## src/rtl/branch_target_buffer.sv

```systemverilog
// Direct-mapped branch target buffer with 2-bit saturating direction counters.
// IF looks up the fetch PC combinationally; EX trains the table one update per
// cycle. The table lives in flops rather than RAM because every entry must clear
// on reset and on inval_all, and lookup has zero latency.
// Optional feature: define BTB_STATS_EN to add lookup/hit/mispredict counters.
module branch_target_buffer #(
  parameter int ADDR_W  = 32,
  parameter int INDEX_W = 4
) (
  input  logic              clk,
  input  logic              rst_n,
  input  logic [ADDR_W-1:0] lookup_pc,
  output logic              pred_hit,
  output logic              pred_taken,
  output logic [ADDR_W-1:0] pred_target,
  output logic [1:0]        pred_counter,
  input  logic              upd_valid,
  input  logic [ADDR_W-1:0] upd_pc,
  input  logic              upd_taken,
  input  logic [ADDR_W-1:0] upd_target,
  input  logic              upd_mispredict,
  input  logic              inval_all
`ifdef BTB_STATS_EN
  ,
  output logic [15:0]       stat_lookups,
  output logic [15:0]       stat_hits,
  output logic [15:0]       stat_mispred
`endif
);

  localparam int ENTRIES = 1 << INDEX_W;
  localparam int TAG_W   = ADDR_W - INDEX_W - 2;

  // Flattened view of the per-entry state, used by the lookup mux.
  logic [ENTRIES-1:0] valid_vec;
  logic [TAG_W-1:0]   tag_arr    [ENTRIES];
  logic [ADDR_W-1:0]  target_arr [ENTRIES];
  logic [1:0]         cnt_arr    [ENTRIES];

  logic [INDEX_W-1:0] lk_index;
  logic [TAG_W-1:0]   lk_tag;
  logic [INDEX_W-1:0] upd_index;
  logic [TAG_W-1:0]   upd_tag;

  assign lk_index  = lookup_pc[INDEX_W+1:2];
  assign lk_tag    = lookup_pc[ADDR_W-1:INDEX_W+2];
  assign upd_index = upd_pc[INDEX_W+1:2];
  assign upd_tag   = upd_pc[ADDR_W-1:INDEX_W+2];

  // Byte-offset bits of both PCs are ignored by design.
  logic unused_offset_bits;
  assign unused_offset_bits = ^{lookup_pc[1:0], upd_pc[1:0]};

  genvar gi;
  generate
    for (gi = 0; gi < ENTRIES; gi++) begin : g_entry
      logic              valid_reg;
      logic [TAG_W-1:0]  tag_reg;
      logic [ADDR_W-1:0] target_reg;
      logic [1:0]        cnt_reg;
      logic              sel;
      logic              tag_match;

      // upd_valid gates everything so unknown upd_* fields cannot disturb state.
      assign sel       = upd_valid && (upd_index == INDEX_W'(gi));
      assign tag_match = valid_reg && (tag_reg == upd_tag);

      // Entry training: counters saturate, taken misses allocate, NT misses are ignored.
      always_ff @(posedge clk or negedge rst_n) begin
        if (!rst_n) begin
          valid_reg  <= 1'b0;
          tag_reg    <= '0;
          target_reg <= '0;
          cnt_reg    <= 2'b01;
        end else if (inval_all) begin
          // Invalidate wins over a coincident update; cnt/target are kept.
          valid_reg <= 1'b0;
        end else if (sel) begin
          if (tag_match) begin
            if (upd_taken) begin
              cnt_reg    <= (cnt_reg == 2'b11) ? 2'b11 : cnt_reg + 2'b01;
              target_reg <= upd_target;
            end else begin
              cnt_reg <= (cnt_reg == 2'b00) ? 2'b00 : cnt_reg - 2'b01;
            end
          end else if (upd_taken) begin
            valid_reg  <= 1'b1;
            tag_reg    <= upd_tag;
            target_reg <= upd_target;
            cnt_reg    <= 2'b10;
          end
        end
      end

      assign valid_vec[gi]  = valid_reg;
      assign tag_arr[gi]    = tag_reg;
      assign target_arr[gi] = target_reg;
      assign cnt_arr[gi]    = cnt_reg;
    end
  endgenerate

  // Zero-latency prediction from the stored table; no bypass from the update port.
  always_comb begin
    pred_hit     = valid_vec[lk_index] && (tag_arr[lk_index] == lk_tag);
    pred_taken   = pred_hit && cnt_arr[lk_index][1];
    pred_counter = pred_hit ? cnt_arr[lk_index] : 2'b01;
    pred_target  = pred_taken ? target_arr[lk_index] : lookup_pc + ADDR_W'(4);
  end

`ifdef BTB_STATS_EN
  // Saturating event counters, cleared only by reset.
  always_ff @(posedge clk or negedge rst_n) begin
    if (!rst_n) begin
      stat_lookups <= '0;
      stat_hits    <= '0;
      stat_mispred <= '0;
    end else begin
      if (stat_lookups != 16'hFFFF) begin
        stat_lookups <= stat_lookups + 16'd1;
      end
      if (pred_hit && (stat_hits != 16'hFFFF)) begin
        stat_hits <= stat_hits + 16'd1;
      end
      if (upd_valid && upd_mispredict && (stat_mispred != 16'hFFFF)) begin
        stat_mispred <= stat_mispred + 16'd1;
      end
    end
  end
`else
  // The mispredict flag only feeds the statistics.
  logic unused_mispredict;
  assign unused_mispredict = upd_mispredict;
`endif

endmodule
```

## config.mk

```make
export PLATFORM = sky130hd
export DESIGN_NAME = branch_target_buffer
export DESIGN_NICKNAME = d
export VERILOG_FILES = /design/src/rtl/branch_target_buffer.sv
export SDC_FILE = /design/constraint.sdc
export NUM_CORES = 2
export LEC_CHECK = 0
export BUFFER_PORTS_ARGS = -buffer_cell sky130_fd_sc_hd__buf_2
export CORE_MARGIN = 2
export CORE_UTILIZATION = 40
export CTS_CLUSTER_SIZE = 30
export DETAILED_ROUTE_END_ITERATION = 16
export GPL_ROUTABILITY_DRIVEN = 0
export GPL_TIMING_DRIVEN = 1
export SYNTH_ARGS = -nofsm -noshare
export SYNTH_HDL_FRONTEND = slang
export SYNTH_SLANG_ARGS = --single-unit
```

## constraint.sdc

```tcl
create_clock -name clk -period 8.9 [get_ports clk]
set_input_delay 1.335 -clock clk [delete_from_list [all_inputs] [get_ports clk]]
set_output_delay 1.335 -clock clk [all_outputs]
set_load 0.01 [all_outputs]
```

; ---- Word level (Yosys, flattened, before mapping)
; Cells that the tools add are included.
[word_totals]
register_bits = 976
latchBits = 0
ram_bits = 0
rom_bits = 0
in_bits = 102
memories = 0
[op_classes]
addsub = 33
mul = 0
div = 0
n_lt_le_gt_ge = 2
n_eq_ne = 64
shift = 0
n_mux = 127
bitwise = 18
reduce_logical = 148
[ops]
columns = op, n
row1 = $eq 26x26->1, 17
row2 = $reduce_and 3->1, 48
row3 = $mux 2, 68
row4 = $bmux 32 s4, 1
row5 = $bmux 26 s4, 1
row6 = $mux 32, 3
row7 = $reduce_bool 2->1, 33
row8 = $reduce_and 4->1, 16
row9 = $mux 26, 2
row10 = $mux 1, 50
row11 = $logic_and 1x1->1, 34
row12 = $add 2x1->2 const B, 16
row13 = $add 32x3->32 const B, 1
row14 = $eq 2x2->1 const B, 16
row15 = $eq 4x4->1 const B, 8
row16 = $logic_not 2->1, 16
row17 = $ne 2x2->1 const B, 16
row18 = $sub 2x1->2 const B, 16
row19 = $not 1->1, 17
row20 = $eq 4x3->1 const B, 4
row21 = $bmux 2 s4, 1
row22 = $eq 4x2->1 const B, 2
row23 = $ge 5x5->1 const B, 1
row24 = $lt 4x5->1 const B, 1
row25 = 4 further kinds, 4

; ---- Logic depth before layout (Yosys ltp)
[logic_depth]
word_depth = 8
ltp_mapped = 14
depth_no_buf = 9

; ---- Least setup slack after synthesis
; No wires, ideal clock.
[synth_timing]
path_kind = input -> output
start = input port lookup_pc[2]
end = output port pred_target[0]
arrival_time_ns = 3.929
t_required_ns = 7.565
slack_ns = 3.636
stages = 9
path_cell_list = buf_6 -> buf_6 -> buf_6 -> buf_6 -> buf_2 -> clkbuf_1 -> mux4_2 -> mux4_2 -> mux2_2
[synth_between]
elab_chain_len = 8
elab_cells_between_ends = 16
cone_classes = eq/ne (1) / mux (12) / bitwise (1) / reduce/logical (2)
[synth_lines]
columns = element, line
row1 = start: declaration, 12  ; input logic [ADDR_W-1:0] lookup_pc,
row2 = $not 4->5 (implied by the code), "104, 105, 107"
row3 = $bmux 26 s4, 104  ; pred_hit = valid_vec[lk_index] && (tag_arr[lk_index] == lk_tag);
row4 = $mux 26 (implied by the code) (2 in a row), 104
row5 = $eq 26x26->1, 104
row6 = $logic_and 1x1->1, 104
row7 = $logic_and 1x1->1, 105  ; pred_taken = pred_hit && cnt_arr[lk_index][1];
row8 = $mux 32 (*), 107  ; pred_target = pred_taken ? target_arr[lk_index] : lookup_pc + ADDR_W'(4);
row9 = end: declaration, 15  ; output logic [ADDR_W-1:0] pred_target,
; Every way passes the cells marked *; elsewhere a longest branch is shown, timed or not. The select of a mux whose other input is x is not followed.

; ---- Worst setup path in the final report
[layout_timing]
start = input port lookup_pc[4]
end = output port pred_target[3]
; Same word-level chain as after synthesis.

==> metrics.yaml <==
setup_path:
  cp_max_fo: 74
  critPathKind: "in -> out"
  start_kind: "input port"
  rrSetupSlack_ps: 4970
  cpMaxStageDelayCell: "and4bb_4"
  cp-end-kind: "output port"
  required_ps: 7570
  slowest_delay_ps: 1000
  path_cells: "clkbuf_8, buf_4, mux4_2, mux2i_1, o21ai_0, a21boi_0, nor4_1, o2111ai_1, and4bb_4, mux2_2, buf_2"
  arrival_ps: 5770
detailed_routing:
  wl_per_cell_microns: 28.1
  routed_wl_mm: 161
  drt_first_pass_iters: 6
  vias: 33528
  antenna_left: 0
  via_per_inst: 5.85
  drc: 0
  drtIter0Drc: 3419
final_layout:
  synthToLayoutAreaGrowth_pct: 10.9
  utilization: 0.447
  final_cell_mix: "960 x dfrtp_1, 782 x mux2_2, 541 x nand2_1"
  final.fill_count: 11639
  seqCellArea_sq_um: 24400
  final_cells: 5729
  fin_nets: 4080
  drive_above_1_share: 0.369
  multi_input_area_sq_um: 25300
  layout_commonest_cell: "dfrtp_1"
  largest_register_ff_count: 512
yosys:
  yosysWarningCount: 0
  synth_compound_area_frac: 0.0203
  syn_area_sq_um: 51400
  syn-num-nets: 4122
  synthArstFlopShare: 1.00
  synth_area_leaders: "dfrtp_1 47%, mux2_2 17%, mux4_2 11%"
  synth_cell_types: 70
  synth_mux_area_frac: 0.311
  synth.largest_area_cell: "dfrtp_1"
  yosys.area.top_type_share: 0.467
  synth-xor-area-share: 0.0811
  seq_area_frac_synth: 0.476
  synth_edf_count: 0
  netlist_instances: 4019
  synth_top_family_by_area: "multiplexers"
  synth_seq_cells: 976
  synth_fa_ha_area_frac: 0.000243
  synth_top_flop_cell: "dfrtp_1"
  yosys.area_share.simple: 0.0769
  syn_avg_cell_area_sq_um: 12.8
timing:
  final-max-slew-violation-count: 0
  finalCriticalPeriod_ps: 7110
  fin_crit_sh: 0.798
  hold_violations: 0
  worst_slack_ps: 1790
  tns_ps: 0
  maxSlewHeadroom: 0.126
  worst_pin_slew_ps: 1310
  holdWs_ps: 471
  grt_setup_unrepaired: "false"
  achievable-frequency_ghz: 0.141
  setup_viol: 0
  finClkSkew_ps: 31.4
place:
  dp.cells: 5531
  place_hpwl_mm: 102
  numPortBuffers: 134
  pre_cts_ws_ps: 1850
pwr:
  vdd_drop_max_mv: 0.178
  p_per_area_nw_per_um2: 213
  leakage_nw: 25.9
cts:
  cts-resized-gates: 0
  postCtsSetupBuffers: 0
  cts_sinks: 976
  clk_pin_slew_ps: 60
  cts_buffers: 106
  cts_tree: "built"
  h-tree-depth: 3
  cts_max_path_buffers: 3
  cts_root_buffer: "clkbuf_16"
  clk_latency_ps: 720
  hold_buffers: 0
grt:
  grt_max_degree: 164
  gr-usage-all-layers: 0.245
  gr-total-overflow: 0
  grt_pass1_vias: 33296
  antenna_found_initial: 22
  grt_pass1_wl_mm: 236
floorplanning:
  pin_count: 138
  die_w_microns: 362
  rows: 131
  fp.dieH_microns: 362
  initial_utilization: 0.403
  core_area_sq_um: 128000
  die_area_sq_um: 131000
min_path:
  worstHoldPathType: "reg -> reg"
run_status:
  run_status: "completed"
flow_run:
  drv_cap: 0
[synthesized netlist by cell type (all sizes together), types with 44 or more instances]
cell type	n
mux4	265
nand2	551
xnor2	287
nand4	89
o21ai	44
mux2i	73
clkbuf	219
nor4	57
xor2	189
dfrtp	960
nor2	69
buf	135
mux2	812
[power by group]
group | internal [mW] | total, mW | leakage [nW] | switching [mW]
Sequential | 5.01 | 5.43 | 12.9 | 0.424
Combinational | 1.01 | 1.96 | 11.2 | 0.955
Clock | 2.82 | 4.77 | 1.83 | 1.95
Total | 8.83 | 12.2 | 25.9 | 3.33
[logic make-up (layout without fill, tap and decap cells)]
logic type / after synthesis / after routing
AO/OA/AOI/OAI: 154 / 154
XOR/XNOR: 476 / 476
adder cells (fa/ha/maj): 1 / 1
buffers and inverters: 375 / 419
flip-flops: 976 / 976
multiplexers: 1150 / 1150
other: 0 / 4
AND/OR/NAND/NOR: 887 / 887
[per-stage QoR]
step	power (mW)	area, sq um
after floorplan	6.76	51400
after global placement	7.40	53200
after detailed placement	7.45	53200
after CTS	12.2	57000
after global routing	12.6	57000
final	12.2	57000
[cell type report]
cell class	count	share of cell area
multi-input cells	2668	0.444
flip-flops and latches	976	0.429
clock buffers	144	0.0522
well taps	1662	0.0365
repair buffers	207	0.0236
clock inverters	50	0.0135
inverters	18	0.00123
diodes	4	0.000176
[path summary, 6_finish.rpt]
path	start	to	cells after the start
setup / recovery	lookup_pc[4]	pred_target[3]	11
hold / removal	g_entry[10].target_reg[19]$_DFFE_PN0P_	g_entry[10].target_reg[19]$_DFFE_PN0P_	2
setup reg to reg	g_entry[7].tag_reg[24]$_DFFE_PN0P_	g_entry[7].tag_reg[8]$_DFFE_PN0P_	7
hold reg to reg	g_entry[10].target_reg[19]$_DFFE_PN0P_	g_entry[10].target_reg[19]$_DFFE_PN0P_	2
max in group asynchronous	rst_n	g_entry[4].target_reg[1]$_DFFE_PN0P_	3
min in group asynchronous	rst_n	g_entry[8].tag_reg[20]$_DFFE_PN0P_	1
[critical path: cells and delay by family]
family / cells / cell delay (ps)
buf+inv: 3 / 1300
simple gates: 2 / 1240
mux: 3 / 1080
compound gates: 3 / 530
[routing by layer]
| metal | wire length (microns) | GRT usage |
|---|---|---|
| met1 | 70900 | 0.350 |
| met2 | 72800 | 0.372 |
| met3 | 13000 | 0.0574 |
| met4 | 4360 | 0.0688 |
| met5 | 161 | 0 |
Power figures use the tool's default switching activity.
